`src/rtl/seg7_pkg.sv`:
```
// Shared types and constants for the 3-digit multiplexed 7-segment display path.
// Segment codes are active-low in {g,f,e,d,c,b,a} order, for a common-anode display.
package seg7_pkg;

    typedef enum logic [1:0] {
        IDLE    = 2'd0,
        CONVERT = 2'd1,
        COMMIT  = 2'd2
    } state_t;

    localparam int BIN_W = 8;
    localparam int BCD_W = 12;

    localparam logic [6:0] SEG_0     = 7'h40;
    localparam logic [6:0] SEG_1     = 7'h79;
    localparam logic [6:0] SEG_2     = 7'h24;
    localparam logic [6:0] SEG_3     = 7'h30;
    localparam logic [6:0] SEG_4     = 7'h19;
    localparam logic [6:0] SEG_5     = 7'h12;
    localparam logic [6:0] SEG_6     = 7'h02;
    localparam logic [6:0] SEG_7     = 7'h78;
    localparam logic [6:0] SEG_8     = 7'h00;
    localparam logic [6:0] SEG_9     = 7'h10;
    localparam logic [6:0] SEG_BLANK = 7'h7F;

    localparam logic [1:0] DIG_ONES     = 2'd0;
    localparam logic [1:0] DIG_TENS     = 2'd1;
    localparam logic [1:0] DIG_HUNDREDS = 2'd2;

    function automatic logic [6:0] seg_encode(input logic [3:0] nibble);
        case (nibble)
            4'd0:    return SEG_0;
            4'd1:    return SEG_1;
            4'd2:    return SEG_2;
            4'd3:    return SEG_3;
            4'd4:    return SEG_4;
            4'd5:    return SEG_5;
            4'd6:    return SEG_6;
            4'd7:    return SEG_7;
            4'd8:    return SEG_8;
            4'd9:    return SEG_9;
            default: return SEG_BLANK;
        endcase
    endfunction

endpackage

```
`src/rtl/bin2bcd_seq.sv`:
```
// Sequential double-dabble: 8 shift steps after start, 12-bit BCD result.
// done is high during the final shift cycle, so bcd is valid right after that edge.
module bin2bcd_seq
    import seg7_pkg::*;
(
    input  logic             clk,
    input  logic             rst,
    input  logic             start,
    input  logic [BIN_W-1:0] bin,
    output logic             done,
    output logic [BCD_W-1:0] bcd
);

    logic [BIN_W-1:0]       shift_reg;
    logic [BCD_W-1:0]       bcd_reg;
    logic [BCD_W-1:0]       adj;
    logic [2:0]             step_reg;
    logic                   busy_reg;
    logic [BCD_W+BIN_W-1:0] shifted;

    // Add 3 to every nibble >= 5 before the shift so it carries correctly in decimal.
    for (genvar gi = 0; gi < 3; gi++) begin : g_adj
        assign adj[gi*4 +: 4] = (bcd_reg[gi*4 +: 4] >= 4'd5) ? bcd_reg[gi*4 +: 4] + 4'd3
                                                             : bcd_reg[gi*4 +: 4];
    end

    assign shifted = {adj, shift_reg} << 1;

    always_ff @(posedge clk or negedge rst) begin
        if (!rst) begin
            shift_reg <= '0;
            bcd_reg   <= '0;
            step_reg  <= '0;
            busy_reg  <= 1'b0;
        end else if (start) begin
            shift_reg <= bin;
            bcd_reg   <= '0;
            step_reg  <= '0;
            busy_reg  <= 1'b1;
        end else if (busy_reg) begin
            {bcd_reg, shift_reg} <= shifted;
            step_reg             <= step_reg + 3'd1;
            if (step_reg == 3'd7) begin
                busy_reg <= 1'b0;
            end
        end
    end

    assign done = busy_reg && (step_reg == 3'd7);
    assign bcd  = bcd_reg;

endmodule

```
`src/rtl/seg7_count_display.sv`:
```
// Latches an 8-bit count, converts it to BCD and scans it onto a 3-digit
// common-anode display with optional leading-zero blanking.
module seg7_count_display
    import seg7_pkg::*;
#(
    parameter int SCAN_DIV = 50000,
    parameter bit LZ_BLANK = 1'b1
) (
    input  logic       clk,
    input  logic       rst,
    input  logic [7:0] value,
    input  logic       load,
    output logic       ready,
    output logic [6:0] seg,
    output logic       dp,
    output logic [2:0] digit_sel
);

    localparam int CNT_W = (SCAN_DIV > 1) ? $clog2(SCAN_DIV) : 1;
    localparam logic [CNT_W-1:0] SCAN_LAST = CNT_W'(SCAN_DIV - 1);

    state_t           state_reg, state_next;
    logic             start;
    logic             commit;
    logic             conv_done;
    logic [BCD_W-1:0] conv_bcd;
    logic [BCD_W-1:0] disp_reg;
    logic [CNT_W-1:0] scan_reg, scan_next;
    logic [1:0]       idx_reg, idx_next;
    logic [6:0]       seg_reg, seg_next;
    logic [2:0]       sel_reg, sel_next;
    logic [3:0]       nib;
    logic             blank;

    bin2bcd_seq u_bin2bcd (
        .clk   (clk),
        .rst   (rst),
        .start (start),
        .bin   (value),
        .done  (conv_done),
        .bcd   (conv_bcd)
    );

    always_ff @(posedge clk or negedge rst) begin
        if (!rst) begin
            state_reg <= IDLE;
        end else begin
            state_reg <= state_next;
        end
    end

    // Loads outside IDLE are dropped: start is only ever raised from IDLE.
    always_comb begin
        state_next = state_reg;
        start      = 1'b0;
        commit     = 1'b0;
        case (state_reg)
            IDLE: begin
                if (load) begin
                    start      = 1'b1;
                    state_next = CONVERT;
                end
            end
            CONVERT: begin
                if (conv_done) begin
                    state_next = COMMIT;
                end
            end
            COMMIT: begin
                commit     = 1'b1;
                state_next = IDLE;
            end
            default: state_next = IDLE;
        endcase
    end

    assign ready = (state_reg == IDLE);

    always_ff @(posedge clk or negedge rst) begin
        if (!rst) begin
            disp_reg <= '0;
        end else if (commit) begin
            disp_reg <= conv_bcd;
        end
    end

    always_comb begin
        scan_next = scan_reg + CNT_W'(1);
        idx_next  = idx_reg;
        if (scan_reg == SCAN_LAST) begin
            scan_next = '0;
            idx_next  = (idx_reg == DIG_HUNDREDS) ? DIG_ONES : idx_reg + 2'd1;
        end
    end

    // Outputs are decoded from the next index so digit enable and segments switch together.
    always_comb begin
        nib      = disp_reg[3:0];
        blank    = 1'b0;
        sel_next = 3'b110;
        case (idx_next)
            DIG_TENS: begin
                nib      = disp_reg[7:4];
                blank    = LZ_BLANK && (disp_reg[11:8] == 4'd0) && (disp_reg[7:4] == 4'd0);
                sel_next = 3'b101;
            end
            DIG_HUNDREDS: begin
                nib      = disp_reg[11:8];
                blank    = LZ_BLANK && (disp_reg[11:8] == 4'd0);
                sel_next = 3'b011;
            end
            default: ;
        endcase
        seg_next = seg_encode(nib);
        if (blank) begin
            sel_next = 3'b111;
            seg_next = SEG_BLANK;
        end
    end

    always_ff @(posedge clk or negedge rst) begin
        if (!rst) begin
            scan_reg <= '0;
            idx_reg  <= DIG_ONES;
            seg_reg  <= SEG_BLANK;
            sel_reg  <= 3'b111;
        end else begin
            scan_reg <= scan_next;
            idx_reg  <= idx_next;
            seg_reg  <= seg_next;
            sel_reg  <= sel_next;
        end
    end

    assign seg       = seg_reg;
    assign digit_sel = sel_reg;
    assign dp        = 1'b1;

    a_bcd_range: assert property (@(posedge clk) disable iff (!rst)
        (disp_reg[3:0] <= 4'd9) && (disp_reg[7:4] <= 4'd9) && (disp_reg[11:8] <= 4'd9));

endmodule

```
`config.mk`:
```
export PLATFORM = sky130hd
export DESIGN_NAME = seg7_count_display
export DESIGN_NICKNAME = d
export VERILOG_FILES = /design/src/rtl/seg7_pkg.sv /design/src/rtl/bin2bcd_seq.sv /design/src/rtl/seg7_count_display.sv
export SDC_FILE = /design/constraint.sdc
export NUM_CORES = 1
export LEC_CHECK = 0
export CAP_MARGIN = 10
export CELL_PAD_IN_SITES_DETAIL_PLACEMENT = 0
export CELL_PAD_IN_SITES_GLOBAL_PLACEMENT = 1
export CORE_ASPECT_RATIO = 0.75
export CORE_MARGIN = 2
export CORE_UTILIZATION = 46
export CTS_CLUSTER_DIAMETER = 100
export DETAILED_ROUTE_END_ITERATION = 7
export GPL_ROUTABILITY_DRIVEN = 1
export PLACE_DENSITY = 0.79
export SLEW_MARGIN = 20
export SYNTH_ARGS = -nofsm -noshare
export SYNTH_HDL_FRONTEND = slang
export SYNTH_HIERARCHICAL = 1
export SYNTH_SLANG_ARGS = --single-unit
```
`constraint.sdc`:
```
create_clock -name clk -period 3.5 [get_ports clk]
set_input_delay 0.7 -clock clk [delete_from_list [all_inputs] [get_ports clk]]
set_output_delay 0.7 -clock clk [all_outputs]
set_load 0.005 [all_outputs]
```
==> impl_metrics.toml <==
[drt]
dr.pass1.iters = 4
vias_per_cell = 5.38
via_count = 2287
wl_per_cell_um = 14.7
drc = 0
final_antenna_net_count = 0
wirelength_um = 6240
drt_iter0_drc = 96

[power_and_ir_drop]
power.leakage_nw = 1.67
p_clk_frac = 0.216
seqPwrFrac = 0.442
intPower_mw = 1.79
combPwrFrac = 0.341
power_density_mw_per_mm2 = 732
p_sw_mw = 0.952
irDropWorstVdd_mv = 0.343
sw_frac_of_total = 0.348

[clock_tree]
clock-root-buffer = "clkbuf_8"
cts_tree = "built"
cts.sinks = 66
clockBufferDepth = 2
cts_max_level = 3
clk_latency_ns = 0.34
cts_made_buffers = 9
path_clk_slew_ns = 0.07
cts-hold-fix-buffers = 0

[timing]
fin_worst_skew_ns = 0.00891
drv_slew = 0
rsz0062_at_grt = "no"
relSlewSlack = 0.287
finalWorstSetupSlack_ns = 0.307
finalSetupTns_ns = 0
period_minus_slack_ns = 3.19
worst_pin_slew_ns = 1.07
max_freq_mhz = 313
hold_viol_final = 0
fin_crit_sh = 0.912
setup_viol = 0

[cells_and_area]
syn_to_final_growth_pct = 14.6
final_cells = 425
final_core_utilization = 0.548
mostFrequentLayoutCell = "dfrtp_1"
drive_above_1_share = 0.147
diodes = 0
fin_nets = 361
layout_common_cells = "56 x dfrtp_1, 25 x nand2_1, 22 x o21ai_0"
fillers = 606
largest_reg_flops = 16

[synth]
synthFlopType = "dfrtp_1"
synth_seq_cells = 66
synthTopCellsByArea = "dfrtp_1 43%, dfstp_2 8.0%, ha_1 5.4%"
ys_seq_area_frac = 0.509
synth_cell_type_count = 51
syn-cell-area_mm2 = 0.00327
synth_warnings = 6
synth_top_cell_by_area = "dfrtp_1"
synth_cells = 311
syn_area_per_cell_um2 = 10.5
synth_edf_count = 0
synth.top_cell.area_share = 0.429
synth-async-reset-ratio = 1.00
syn_nets = 336

[min_path]
min_to = "scan_reg[15]$_DFF_PN0_"
holdPathStages = 1
hp-start = "scan_reg[15]$_DFF_PN0_"
holdCritPathClass = "register to register"

[global_route]
antenna_found_initial = 0
grt_overflow = 0
grt_pass1_vias = 2271
grt_pass1_wl_um = 11100
grt_usage = 0.181
grt_max_degree = 67

[job]
drv_cap = 0

[worst_setup_path]
cp_max_fo = 6
critPathArrivalTime_ns = 3.45
r2r_cells = 12
end_kind = "register"
crit_type = "register to register"
r2r-start = "scan_reg[10]$_DFF_PN0_"
r2r_end = "seg[5]$_DFF_PN1_"
cp-start-kind = "register"
reg2reg_slack_ns = 0.31
cp_data_required_time_ns = 3.76

[place]
dp_hpwl_um = 4200
dpl.cell_count = 408
place_ws_ns = 0.0653
portBuffers = 21
routabilityCongestion = 0.780

[die]
die_w_um = 101
die_area_mm2 = 0.00780
start_util = 0.478
num_io_pins = 23
num_rows = 26
die_height_um = 77.0
coreArea_mm2 = 0.00683

[outcome]
status = "completed"
==> per-stage QoR <==
step | cell area (um2) | power [mW] | hold slack (ns)
5_1_grt | 3740 | 2.98 | 0.514
2_1_floorplan | 3270 | 1.86 | 0.404
4_1_cts | 3730 | 2.77 | 0.482
3_5_place_dp | 3550 | 2.16 | 0.472
3_3_place_gp | 3550 | 2.13 | 0.462
6_report | 3740 | 2.74 | 0.480
==> routing by layer <==
metal | wire length, um | share of wire | global-route usage
met1 | 3320 | 0.53 | 0.264
met5 | 0 | 0 | 0
met4 | 76 | 0.012 | 0.0527
met3 | 178 | 0.029 | 0.0602
met2 | 2670 | 0.43 | 0.256
==> synthesized netlist by cell type (9+ instances only) <==
library cell / count
o21ai_0: 22
mux2_2: 13
nor2_1: 18
nand3_1: 9
xnor2_1: 10
ha_1: 14
mux2i_1: 13
inv_1: 19
nand4_1: 10
dfrtp_1: 56
dfstp_2: 10
nand2_1: 25
a21oi_1: 9
==> power groups by stage <==
stage / combinational [mW] / clock (mW) / sequential (mW)
4_1_cts: 0.937 / 0.617 / 1.21
2_1_floorplan: 0.717 / 0 / 1.14
3_5_place_dp: 0.930 / 0 / 1.23
3_3_place_gp: 0.903 / 0 / 1.22
6_report: 0.935 / 0.593 / 1.21
5_1_grt: 1.07 / 0.654 / 1.25
==> kinds of logic after synthesis <==
| logic type | after synthesis | share of synthesized area |
|---|---|---|
| AO/OA/AOI/OAI | 57 | 0.108 |
| flip-flops | 66 | 0.509 |
| multiplexers | 26 | 0.0846 |
| XOR/XNOR | 15 | 0.0402 |
| buffers and inverters | 33 | 0.0440 |
| AND/OR/NAND/NOR | 99 | 0.159 |
| adder cells (fa/ha/maj) | 14 | 0.0536 |
| other | 1 | 0.00115 |
==> worst max path at each step <==
stage / from / endpoint / slack, ns / cells past startpoint
4_1_cts: scan_reg[10]$_DFF_PN0_ / seg[3]$_DFF_PN1_ / 0.06 / 9
3_3_place_gp: scan_reg[10]$_DFF_PN0_ / seg[0]$_DFF_PN1_ / 0.20 / 10
3_5_place_dp: scan_reg[10]$_DFF_PN0_ / seg[0]$_DFF_PN1_ / 0.07 / 10
6_report: scan_reg[10]$_DFF_PN0_ / seg[5]$_DFF_PN1_ / 0.31 / 12
5_1_grt: scan_reg[10]$_DFF_PN0_ / seg[3]$_DFF_PN1_ / 0.02 / 10
2_1_floorplan: scan_reg[10]$_DFF_PN0_ / seg[0]$_DFF_PN1_ / 0.38 / 11
==> what timing repair did <==
action                                  CTS  global route
resized for setup                         0             2
setup buffers                             0             1
endpoints found under the setup margin    0             6
==> cell type report <==
class                   count  area, um2  share of cell area
clock buffers              14        173              0.0461
flip-flops and latches     66       1660               0.444
multi-input cells         212       1470               0.392
repair buffers             27        250              0.0668
inverters                  20       75.1              0.0200
clock inverters             2       10.0             0.00267
well taps                  84        105              0.0281
==> critical path: stages (launching register included) <==
cell and delay (ns):
dfrtp_1 0.43, or4_1 0.56, nor4_2 0.34, buf_4 0.18, mux2i_2 0.24, inv_1 0.08
ha_1 0.28, a22oi_1 0.21, o21ai_1 0.11, buf_4 0.17, ha_1 0.21, nor3_1 0.17
o21ai_0 0.13
Note: power is estimated with default switching activity, not from simulation.
